==> src/rtl/des_keysched.sv <==
// DES key schedule: PC1 load, per-round C/D rotation and PC2 compression.
// Issues K1..K16 (encrypt) or K16..K1 (decrypt) under a next/valid handshake.
module des_keysched (
   input  logic        hclk,
   input  logic        hreset,
   input  logic [63:0] q1_all,
   input  logic [63:0] q2_all,
   input  logic [63:0] q3_all,
   input  logic [1:0]  key_sel,
   input  logic        decrypt,
   input  logic        start,
   input  logic        next,
   output logic [47:0] subkey,
   output logic        subkey_vld,
   output logic [3:0]  round_cnt,
   output logic        busy,
   output logic        done,
   output logic        err
);

   typedef enum logic {IDLE, RUN} state_t;

   // FIPS tables hold 1-based bit numbers with bit 1 at the MSB.
   localparam int PC1_TBL [56] = '{
      57, 49, 41, 33, 25, 17,  9,
       1, 58, 50, 42, 34, 26, 18,
      10,  2, 59, 51, 43, 35, 27,
      19, 11,  3, 60, 52, 44, 36,
      63, 55, 47, 39, 31, 23, 15,
       7, 62, 54, 46, 38, 30, 22,
      14,  6, 61, 53, 45, 37, 29,
      21, 13,  5, 28, 20, 12,  4
   };

   localparam int PC2_TBL [48] = '{
      14, 17, 11, 24,  1,  5,
       3, 28, 15,  6, 21, 10,
      23, 19, 12,  4, 26,  8,
      16,  7, 27, 20, 13,  2,
      41, 52, 31, 37, 47, 55,
      30, 40, 51, 45, 33, 48,
      44, 49, 39, 56, 34, 53,
      46, 42, 50, 36, 29, 32
   };

   state_t      state;
   state_t      state_next;
   logic [27:0] c_reg;
   logic [27:0] d_reg;
   logic        direction;
   logic [63:0] key;
   logic [55:0] pc1_cd;
   logic [55:0] cd;
   logic [4:0]  shift_idx;
   logic        shift_two;
   logic        load;
   logic        advance;
   logic        done_set;
   logic        err_set;

   function automatic logic [27:0] rotl(input logic [27:0] v, input logic two);
      return two ? {v[25:0], v[27:26]} : {v[26:0], v[27]};
   endfunction

   function automatic logic [27:0] rotr(input logic [27:0] v, input logic two);
      return two ? {v[1:0], v[27:2]} : {v[0], v[27:1]};
   endfunction

   always_comb begin
      case (key_sel)
         2'd0:    key = q1_all;
         2'd1:    key = q2_all;
         default: key = q3_all;
      endcase
   end

   always_comb begin
      pc1_cd = '0;
      for (int j = 0; j < 56; j++) begin
         pc1_cd[6'(55 - j)] = key[6'(64 - PC1_TBL[j])];
      end
   end

   assign cd = {c_reg, d_reg};

   always_comb begin
      subkey = '0;
      for (int j = 0; j < 48; j++) begin
         subkey[6'(47 - j)] = cd[6'(56 - PC2_TBL[j])];
      end
   end

   // Schedule index of the rotation that produces the next subkey to issue.
   always_comb begin
      shift_idx = direction ? (5'd16 - {1'b0, round_cnt}) : ({1'b0, round_cnt} + 5'd2);
      shift_two = !((shift_idx == 5'd1) || (shift_idx == 5'd2) ||
                    (shift_idx == 5'd9) || (shift_idx == 5'd16));
   end

   always_ff @(posedge hclk) begin
      if (hreset) begin
         state <= IDLE;
      end else begin
         state <= state_next;
      end
   end

   always_comb begin
      state_next = state;
      load       = 1'b0;
      advance    = 1'b0;
      done_set   = 1'b0;
      err_set    = 1'b0;
      case (state)
         IDLE: begin
            if (start) begin
               if (key_sel == 2'd3) begin
                  err_set = 1'b1;
               end else begin
                  load       = 1'b1;
                  state_next = RUN;
               end
            end
         end
         RUN: begin
            if (next) begin
               if (round_cnt == 4'd15) begin
                  state_next = IDLE;
                  done_set   = 1'b1;
               end else begin
                  advance = 1'b1;
               end
            end
         end
         default: state_next = IDLE;
      endcase
   end

   // Encrypt loads C1/D1 so K1 is ready at once; decrypt loads C0/D0, which equals C16/D16.
   always_ff @(posedge hclk) begin
      if (hreset) begin
         c_reg     <= '0;
         d_reg     <= '0;
         round_cnt <= '0;
         direction <= 1'b0;
         done      <= 1'b0;
         err       <= 1'b0;
      end else begin
         done <= done_set;
         err  <= err_set;
         if (load) begin
            direction <= decrypt;
            round_cnt <= '0;
            if (decrypt) begin
               c_reg <= pc1_cd[55:28];
               d_reg <= pc1_cd[27:0];
            end else begin
               c_reg <= rotl(pc1_cd[55:28], 1'b0);
               d_reg <= rotl(pc1_cd[27:0], 1'b0);
            end
         end else if (advance) begin
            round_cnt <= round_cnt + 4'd1;
            if (direction) begin
               c_reg <= rotr(c_reg, shift_two);
               d_reg <= rotr(d_reg, shift_two);
            end else begin
               c_reg <= rotl(c_reg, shift_two);
               d_reg <= rotl(d_reg, shift_two);
            end
         end
      end
   end

   assign subkey_vld = (state == RUN);
   assign busy       = (state == RUN);

endmodule

==> config.mk <==
export PLATFORM = sky130hd
export DESIGN_NAME = des_keysched
export DESIGN_NICKNAME = d
export VERILOG_FILES = /design/src/rtl/des_keysched.sv
export SDC_FILE = /design/constraint.sdc
export NUM_CORES = 1
export LEC_CHECK = 0
export CORE_AREA = 4 4 106 108
export DETAILED_ROUTE_END_ITERATION = 12
export DIE_AREA = 0 0 110 112
export DONT_BUFFER_PORTS = 1
export PLACE_DENSITY = 0.69
export REMOVE_ABC_BUFFERS = 1
export SETUP_SLACK_MARGIN = 0.02
export SYNTH_ARGS = -nofsm -noshare
export SYNTH_HDL_FRONTEND = slang
export SYNTH_SLANG_ARGS = --single-unit
==> constraint.sdc <==
create_clock -name hclk -period 3.4 [get_ports hclk]
set_input_delay 0.68 -clock hclk [delete_from_list [all_inputs] [get_ports hclk]]
set_output_delay 0.68 -clock hclk [all_outputs]
set_load 0.05 [all_outputs]
==> results.md <==
- Cell Rows: 37
- PD cells: 381 mW/mm2
- # port buffers: 0
- Total power: 2.15 mW
- Clock sink count: 64
- Wire per inst: 23.1 um
- Leakage dissipation: 1.88 nW
- Worst EP required: 3.66 ns
- Max Freq: 0.331 GHz
- Crit start category: flip-flop
- Hold Buf Count CTS: 0
- N_diodes: 0
- 1st-iter DRT viols: 772
- Syn Area/Cell: 7.68 um2
- Vias in the first global route: 5319
- Slew HR: 0.388
- # DRC: 0
- Total setup buffers inserted after CTS: 0
- First-pass GRT wire length: 29.0 mm
- Post-Route Setup TNS: 0 ns
- Synth Cell Area: 0.00556 mm2
- Core area: 0.0102 mm2
- RSZ-0062 raised after global routing: no
- # Max-Cap Violations: 0
- Die Area: 0.0123 mm2
- CTS tree: built
- Seq/Total Area, Yosys: 0.230
- Gpl congestion: 0.996
- Clock root cell: clkbuf_8
- Synth unique cells: 58
- Synth area leaders: dfxtp_1 23%, buf_4 6.9%, a221o_1 6.5%
- Setup CP Type: reg -> reg
- Status: finished, final reports clean
- Dpl hpwl: 12.5 mm
- Period minus WS final: 3.02 ns
- Total number of vias: 5757
- Hold Path Class: in -> reg
- Area growth, synth to finish: 1.24%
- Cts repair resizes: 0
- Yosys warnings: 0
- Asr flop ratio synth: 0
- Worst-Margin Slew: 0.912 ns
- Initial Utilization: 0.543
- Overall global routing resource usage: 0.298
- Largest buffer count on any clock path: 2
- Fin nets: 867
- IR drop worst, VDD: 0.189 mV
- Worst-Skew Late Latency: 0.36 ns
- Overflow after GRT: 0
- H-Tree Depth: 3
- TritonRoute pass-1 iters: 6
- Top-count cell post-synth: dfxtp_1
- Share of layout cells above drive strength 1: 0.115
- Die H: 112 um
- Layout Cells excl Fill: 805
- Largest net degree at the start of global routing: 52
- Crit path DAT: 3.28 ns
- WHS: 0.388 ns
- TritonCTS buffer count: 9
- Final-report hold violation count: 0
- Final Max Slew Viols: 0
- Initial antenna violation count: 1
- Clock slew at reported path FFs: 0.08 ns
- Die X: 110 um
- EDFF count, synth: 0
- Final Skew: 0.0137 ns
- Post-route ant nets: 0
- Crit share post-route: 0.889
- I/O Pins: 255
- Crit end category: flip-flop
- DR vias/cell: 7.15
- Final wirelength: 18.6 mm
- Ys flop type: dfxtp_1
- Final core utilization: 0.550
- Synth top area share: 0.230
- DP Cell Count: 789
- Area leader, netlist: dfxtp_1
- Seq cells post-synth: 64
- Post-synth top cells: 64 x dfxtp_1, 61 x clkbuf_1, 54 x a21oi_1
- Final setup viols: 0
- Post-Syn Instances: 724
- CP Max Fanout: 15
==> per-layer routing <==
| metal | up-vias | routed length [um] | GRT usage |
|---|---|---|---|
| met1 | 2753 | 7450 | 0.413 |
| met3 | 52 | 2200 | 0.0823 |
| met2 | 367 | 8370 | 0.431 |
| met4 | 2 | 564 | 0.123 |
| li1 | 2583 | - | - |
| met5 | - | 13 | 0 |
==> path summary, 6_finish.rpt <==
check             cells past startpoint            to    startpoint  slack [ns]
hold reg to reg                       1     c_reg[27]     c_reg[27]        0.53
setup reg to reg                      7      d_reg[0]  round_cnt[2]        0.38
hold / removal                        1  round_cnt[3]        hreset        0.39
setup / recovery                      7      d_reg[0]  round_cnt[2]        0.38
==> cells in the final DEF (no fill, tap or decap), types with 4 or more instances in the layout <==
cell | Yosys | final
nand3_1 | 52 | 52
and3_1 | 4 | 4
a2111oi_0 | 5 | 5
dfxtp_1 | 64 | 64
mux2_2 | 16 | 16
o41a_1 | 6 | 6
clkbuf_8 | 0 | 9
o31ai_1 | 16 | 16
a221o_1 | 36 | 36
nor2b_1 | 4 | 4
o211ai_1 | 13 | 13
o211a_1 | 4 | 4
o21a_1 | 5 | 5
nor3_1 | 13 | 12
nor2_1 | 30 | 30
a21oi_1 | 54 | 53
nor4_1 | 6 | 6
a311oi_1 | 22 | 22
a21o_1 | 6 | 6
o21ai_0 | 50 | 49
o21ai_1 | 3 | 4
inv_1 | 30 | 30
nand2_1 | 45 | 45
o2111ai_1 | 20 | 20
a41oi_1 | 5 | 5
ha_1 | 4 | 4
nand4_1 | 9 | 9
mux2i_1 | 34 | 34
conb_1 | 1 | 22
nand2b_1 | 9 | 9
buf_4 | 51 | 31
o41ai_1 | 4 | 4
==> layout make-up <==
cell class,count,area [um2]
Fill cell,972,4600
Multi-Input combinational cell,527,3600
Sequential cell,64,1280
Timing Repair Buffer,31,233
Tap cell,136,170
Clock buffer,9,124
Inverter,31,116
Clock inverter,7,101
==> through the flow <==
stage	setup slack (ns)	cell area, um2
2_1_floorplan	-1.19	4970
3_3_place_gp	0.531	5400
3_5_place_dp	0.454	5400
4_1_cts	0.435	5630
5_1_grt	0.205	5630
6_report	0.378	5630
==> worst max-delay path: stages (launching register included) <==
cell and delay (ns):
dfxtp_1 0.34, buf_4 0.21, ha_1 0.27, nor3_1 0.37, a311o_1 0.54, nand2_1 0.54, o211a_1 0.37, a311oi_1 0.27
==> power breakdown <==
part	switching, mW	internal (mW)
Combinational	0.314	0.137
Clock	0.357	0.421
Sequential	0.140	0.779
Total	0.810	1.34
==> cells by family after synthesis <==
kind of cell | share of synthesized area
other | 0.000674
muxes | 0.102
xor gates and xnor gates | 0.00315
DFF | 0.230
and+or+nand+nor | 0.162
adders and majority gates | 0.00900
AOI/OAI and AO/OA | 0.352
buffers and inverters | 0.142
Power figures use the tool's default switching activity.
